--- src/rtl/mcs51_timer0_peri.sv ---
// MCS-51 Timer/Counter 0 on the SFR bus: TCON/TMOD/TL0/TH0 decode, modes 0/1/2, TF0 interrupt request.
// Reads return one cycle after the strobe; writes land at the end of the strobe cycle; no backpressure.
module mcs51_timer0_peri #(
  parameter int         PRESCALE  = 12,
  parameter logic [7:0] ADDR_TCON = 8'h88,
  parameter logic [7:0] ADDR_TMOD = 8'h89,
  parameter logic [7:0] ADDR_TL0  = 8'h8A,
  parameter logic [7:0] ADDR_TH0  = 8'h8C
) (
  input  logic       clk,
  input  logic       reset,
  input  logic [7:0] sfr_addr,
  input  logic [7:0] sfr_wdata,
  input  logic       sfr_we,
  input  logic       sfr_re,
  output logic [7:0] sfr_rdata,
  output logic       sfr_rvalid,
  input  logic       t0_pin,
  input  logic       int0_pin,
  input  logic       tf0_ack,
  output logic       irq_tf0
);

  localparam int PW = (PRESCALE > 2) ? $clog2(PRESCALE) : 1;

  logic [PW-1:0] presc;
  logic          tf0, tr0;
  logic [3:0]    tmod;
  logic [7:0]    tl0, th0;
  logic          t0_s1, t0_s2, t0_hist;
  logic          int0_s1, int0_s2;

  logic       sel_tcon, sel_tmod, sel_tl0, sel_th0, hit;
  logic       tick_mc, ext_edge, run, inc, inc_eff, ovf;
  logic [7:0] tl_cnt, th_cnt, rd_mux;

  assign sel_tcon = (sfr_addr == ADDR_TCON);
  assign sel_tmod = (sfr_addr == ADDR_TMOD);
  assign sel_tl0  = (sfr_addr == ADDR_TL0);
  assign sel_th0  = (sfr_addr == ADDR_TH0);
  assign hit      = sel_tcon | sel_tmod | sel_tl0 | sel_th0;

  assign tick_mc  = (presc == PW'(PRESCALE - 1));
  assign ext_edge = t0_hist & ~t0_s2;
  assign run      = tr0 & (~tmod[3] | int0_s2);
  assign inc      = run & (tmod[2] ? ext_edge : tick_mc);
  // A CPU write to either count register swallows a coincident increment entirely.
  assign inc_eff  = inc & ~(sfr_we & (sel_tl0 | sel_th0));

  assign irq_tf0  = tf0;

  always_comb begin
    tl_cnt = tl0;
    th_cnt = th0;
    ovf    = 1'b0;
    if (inc_eff) begin
      case (tmod[1:0])
        2'd0: {ovf, th_cnt, tl_cnt[4:0]} = {1'b0, th0, tl0[4:0]} + 14'd1;
        2'd1: {ovf, th_cnt, tl_cnt}      = {1'b0, th0, tl0} + 17'd1;
        2'd2: begin
          if (tl0 == 8'hFF) begin
            ovf    = 1'b1;
            tl_cnt = th0;
          end else begin
            tl_cnt = tl0 + 8'd1;
          end
        end
        default: ;
      endcase
    end
  end

  always_comb begin
    rd_mux = 8'h00;
    if (sel_tcon)     rd_mux = {2'b00, tf0, tr0, 4'b0000};
    else if (sel_tmod) rd_mux = {4'b0000, tmod};
    else if (sel_tl0)  rd_mux = tl0;
    else if (sel_th0)  rd_mux = th0;
  end

  always_ff @(posedge clk) begin
    if (reset) begin
      presc      <= '0;
      tf0        <= 1'b0;
      tr0        <= 1'b0;
      tmod       <= 4'h0;
      tl0        <= 8'h00;
      th0        <= 8'h00;
      t0_s1      <= 1'b1;
      t0_s2      <= 1'b1;
      t0_hist    <= 1'b1;
      int0_s1    <= 1'b1;
      int0_s2    <= 1'b1;
      sfr_rdata  <= 8'h00;
      sfr_rvalid <= 1'b0;
    end else begin
      presc   <= tick_mc ? '0 : presc + PW'(1);
      t0_s1   <= t0_pin;
      t0_s2   <= t0_s1;
      t0_hist <= t0_s2;
      int0_s1 <= int0_pin;
      int0_s2 <= int0_s1;

      tl0 <= (sfr_we && sel_tl0) ? sfr_wdata : tl_cnt;
      th0 <= (sfr_we && sel_th0) ? sfr_wdata : th_cnt;
      if (sfr_we && sel_tmod) tmod <= sfr_wdata[3:0];
      if (sfr_we && sel_tcon) tr0  <= sfr_wdata[4];

      // Overflow set outranks both software clear paths.
      if (ovf)                     tf0 <= 1'b1;
      else if (sfr_we && sel_tcon) tf0 <= sfr_wdata[5];
      else if (tf0_ack)            tf0 <= 1'b0;

      sfr_rvalid <= sfr_re & hit;
      if (sfr_re && hit) sfr_rdata <= rd_mux;
    end
  end

endmodule

--- config.mk ---
export PLATFORM = sky130hd
export DESIGN_NAME = mcs51_timer0_peri
export DESIGN_NICKNAME = d
export VERILOG_FILES = /design/src/rtl/mcs51_timer0_peri.sv
export SDC_FILE = /design/constraint.sdc
export NUM_CORES = 1
export LEC_CHECK = 0
export BUFFER_PORTS_ARGS = -buffer_cell sky130_fd_sc_hd__buf_2
export CAP_MARGIN = 20
export CORE_ASPECT_RATIO = 0.75
export CORE_MARGIN = 2
export CORE_UTILIZATION = 50
export CTS_CLUSTER_DIAMETER = 30
export DETAILED_ROUTE_END_ITERATION = 7
export PLACE_DENSITY = 0.73
export SETUP_SLACK_MARGIN = 0.4
export SLEW_MARGIN = 20
export SYNTH_ARGS = -nofsm -noshare
export SYNTH_HDL_FRONTEND = slang
export SYNTH_SLANG_ARGS = --single-unit
--- constraint.sdc ---
create_clock -name clk -period 5.9 [get_ports clk]
set_clock_uncertainty 0.2 [all_clocks]
set_input_delay 0.59 -clock clk [delete_from_list [all_inputs] [get_ports clk]]
set_output_delay 0.59 -clock clk [all_outputs]
set_load 0.02 [all_outputs]
==> metrics.txt <==
Max Root-Sink Buffers=2; Via density=6.404; Tcrit/Tclk final=0.4289; Area growth, synth to finish=11.83%; worst rel slew slack=0.4738; DRT Wirelength=6364 um; Crit path top cell by count=nor3_1; sw frac=0.2403; Crit path depth=6; Final min period=roughly 2.5 ns; final hold vios=0; Final ANT Viol Nets=0; clock power share=0.435; wire per inst=around 17 um; Mapped Avg Cell Area=between 8 and 9 um^2; RSZ-0062 raised after global routing=false; Max IR drop VDD=roughly 0.00014 V; worst endpoint data arrival time=2.52 ns; CTS Buf Count=5; Comb power frac=0.058; Synth top area share=0.3365; Worst setup EP type=flip-flop; DR DRC count=0; Final Net Count=between 300 and 400; Post-synth ARST share=0; Seq/Total Area, Yosys=0.3365; worst path required time=slightly below 6 ns; Synth area leaders=dfxtp_1 34%, nor2_1 3.9%, a21oi_1 3.4%, mux2i_1 3.4%, nand2_1 3.3%; pin count of the biggest net entering global routing=41; TritonCTS clock tree=built; power per cell area=204.4 nW/um^2; synthesis-stage register bit count=40; leading area contributor after synthesis=dfxtp_1; slowest cell on the critical path=nor3_1; Int Pwr=~0.00041 W; IO Count=33; number of fill cells=428; Max Cap Violations=0; layout cells sized above 1=0.1877; post-CTS sizing=0; Worst-path clk slew=approximately 0.08 ns; Root Buffer=clkbuf_8; sum of negative setup slack=0 ns; die area=approximately 5300 um^2; GP Congestion=0.9131; Synth Flop Type=dfxtp_1; static leakage=0.9648 nW; Die Ht=about 64 um; n_diodes=0; initial antenna violation count=0; gr ovfl total=0; Worst Tran Pin Value=0.7870 ns; FMAX=about 400 MHz; number of enable flip-flop cells after synthesis=0; crit-path max FO=9; Placeable Area=4519 um^2; clk_lat worst skew=approximately 0.30 ns; final setup fails=0; Bufs and invs on worst path=0; Reg power frac=0.507; CTS Hold Bufs=0; hold path depth=1; outcome=finished, final reports clean; mapped cell area=roughly 2400 um^2; post-CTS setup buffer count=0; Starting Density=0.5266; vias after detailed routing=between 2k and 2.5k; clock sink count=40; Mapped Cells=around 280; 1st-iter DRT viols=235; Die Width=83.66 um; worst path cell trace=ha_1 -> and4bb_2 -> o221ai_2 -> nor3_1 -> nor3_1 -> a221o_1; Slew Limit Fails=0; Crit path max-delay family=simple AND/OR/NAND/NOR gates; number of global-route vias before repair=~2.1k; FF-to-FF setup slack=about 3.4 ns; hold crit path type=reg -> reg; Rows=21; Yosys Warn Count=0; Net Switching=0.0001307 W; First-pass DRT Iterations=8; total global routing track utilization=0.2405; kind of critical path=reg -> reg; post-DP HPWL=4705 um; fin util=0.5889; crit-path max cell delay=0.55 ns; CP startpoint kind=flip-flop; H-tree depth=2; Mapped Nets=between 300 and 400; IO buf count=32; first-pass GRT wire length=about 10000 um; post-synthesis cell type count=62; reg2reg path depth=6
[Yosys cell counts (3+ instances only)]
library cell / number
dfxtp_1: 40
nor2_1: 25
nand2_1: 21
a21oi_1: 16
nand3_1: 14
clkbuf_1: 9
inv_1: 9
mux2i_1: 8
nor3_1: 8
o21ai_0: 8
a221o_1: 7
nor4_1: 7
ha_1: 6
nor2b_1: 6
and2_1: 5
nand2b_1: 5
nand4_1: 5
or2_2: 5
a211oi_1: 4
a311oi_1: 4
a32oi_1: 4
buf_2: 4
or3_1: 4
a31oi_1: 3
and3_1: 3
and3b_1: 3
o22ai_1: 3
o31a_1: 3
[worst register-to-register path, stage by stage, from the launching register on]
cell	delay (ns)
dfxtp_1	0.36
ha_1	0.23
and4bb_2	0.26
o221ai_2	0.22
nor3_1	0.55
nor3_1	0.21
a221o_1	0.39
[per-stage QoR]
step	hold slack (ns)	total power (W)	cell area, um^2	setup WS [ns]	cells
floorplan	0.1895	0.0002973	2380	3.697	283
global placement	0.1955	0.0003121	2546	3.265	358
detailed placement	0.1978	0.0003132	2546	3.161	358
CTS	0.2189	0.0005468	2661	3.409	366
global route	0.2295	0.0005612	2661	3.190	366
finish	0.2180	0.0005440	2661	3.369	366
[cells by family (layout without fill, tap and decap cells)]
family | count (synthesis) | in the layout | share of synthesized area
AOI/OAI and AO/OA | 67 | 67 | 0.2103
xor gates and xnor gates | 4 | 4 | 0.01472
adders and majority gates | 7 | 7 | 0.03575
buffers and inverters | 23 | 49 | 0.04153
DFF | 40 | 40 | 0.3365
muxes | 8 | 8 | 0.03365
and+or+nand+nor | 134 | 134 | 0.3276
[sequential cells by signal (all words and copies together), names as in the netlist]
register and cells:
sfr_rvalid 1, presc 4, int0_s2 1, tr0 1, int0_s1 1, t0_s2 1, tl0 8, t0_hist 1
tmod 4, irq_tf0 1, th0 8, t0_s1 1, sfr_rdata 8
[layout by cell type (no fill, tap or decap), types with 2 or more instances in the layout]
| master | count |
|---|---|
| nand4_1 | 5 |
| a221oi_1 | 2 |
| o21ai_0 | 8 |
| clkbuf_8 | 5 |
| o31a_1 | 3 |
| a211oi_1 | 4 |
| inv_1 | 9 |
| o22ai_1 | 3 |
| nor4bb_1 | 2 |
| or2_2 | 5 |
| nand2_1 | 21 |
| and4_1 | 2 |
| and3_1 | 3 |
| mux2i_1 | 8 |
| a21oi_1 | 16 |
| xor2_1 | 2 |
| and2_1 | 5 |
| a22o_1 | 2 |
| nor3b_1 | 2 |
| a222oi_1 | 2 |
| or3_1 | 4 |
| and3b_1 | 3 |
| ha_1 | 6 |
| nor2b_1 | 6 |
| a221o_1 | 7 |
| dfxtp_1 | 40 |
| and3_2 | 2 |
| nor2_1 | 25 |
| a31oi_1 | 3 |
| buf_2 | 32 |
| a32oi_1 | 4 |
| nor3_2 | 2 |
| nor4_1 | 7 |
| nand2b_1 | 5 |
| nor3_1 | 8 |
| nand3_1 | 14 |
| xnor2_1 | 2 |
| a311oi_1 | 4 |
[metal layers]
metal | share of wire | track usage | vias to the layer above
li1 | - | - | 1132
met1 | 0.49 | 0.3492 | 1097
met2 | 0.44 | 0.3730 | 108
met3 | 0.070 | 0.04393 | 7
met4 | 0.0069 | 0.05645 | 0
met5 | 0 | 0 | -
[final cells by class]
class / instances / area [um^2] / share of cell area
inverters: 9 / 33.78 / 0.01269
well taps: 57 / 71.32 / 0.02680
repair buffers: 32 / 160.2 / 0.06018
clock buffers: 5 / 68.82 / 0.02586
flip-flops and latches: 40 / 800.8 / 0.3009
clock inverters: 3 / 46.29 / 0.01740
multi-input cells: 220 / 1480 / 0.5562
[power by group through the flow]
stage | clock, W | combinational, W | sequential (W)
floorplan | 0 | 0.0000158 | 0.000281
global placement | 0 | 0.0000303 | 0.000282
detailed placement | 0 | 0.0000313 | 0.000282
CTS | 0.000240 | 0.0000314 | 0.000276
global route | 0.000250 | 0.0000350 | 0.000276
finish | 0.000237 | 0.0000317 | 0.000276
[worst paths after layout]
kind / endpoint / startpoint
hold reg to reg: int0_s2 / int0_s1
setup reg to reg: tl0[2] / presc[0]
setup / recovery: tl0[2] / presc[0]
hold / removal: int0_s2 / int0_s1
Note: power is estimated with default switching activity, not from simulation.
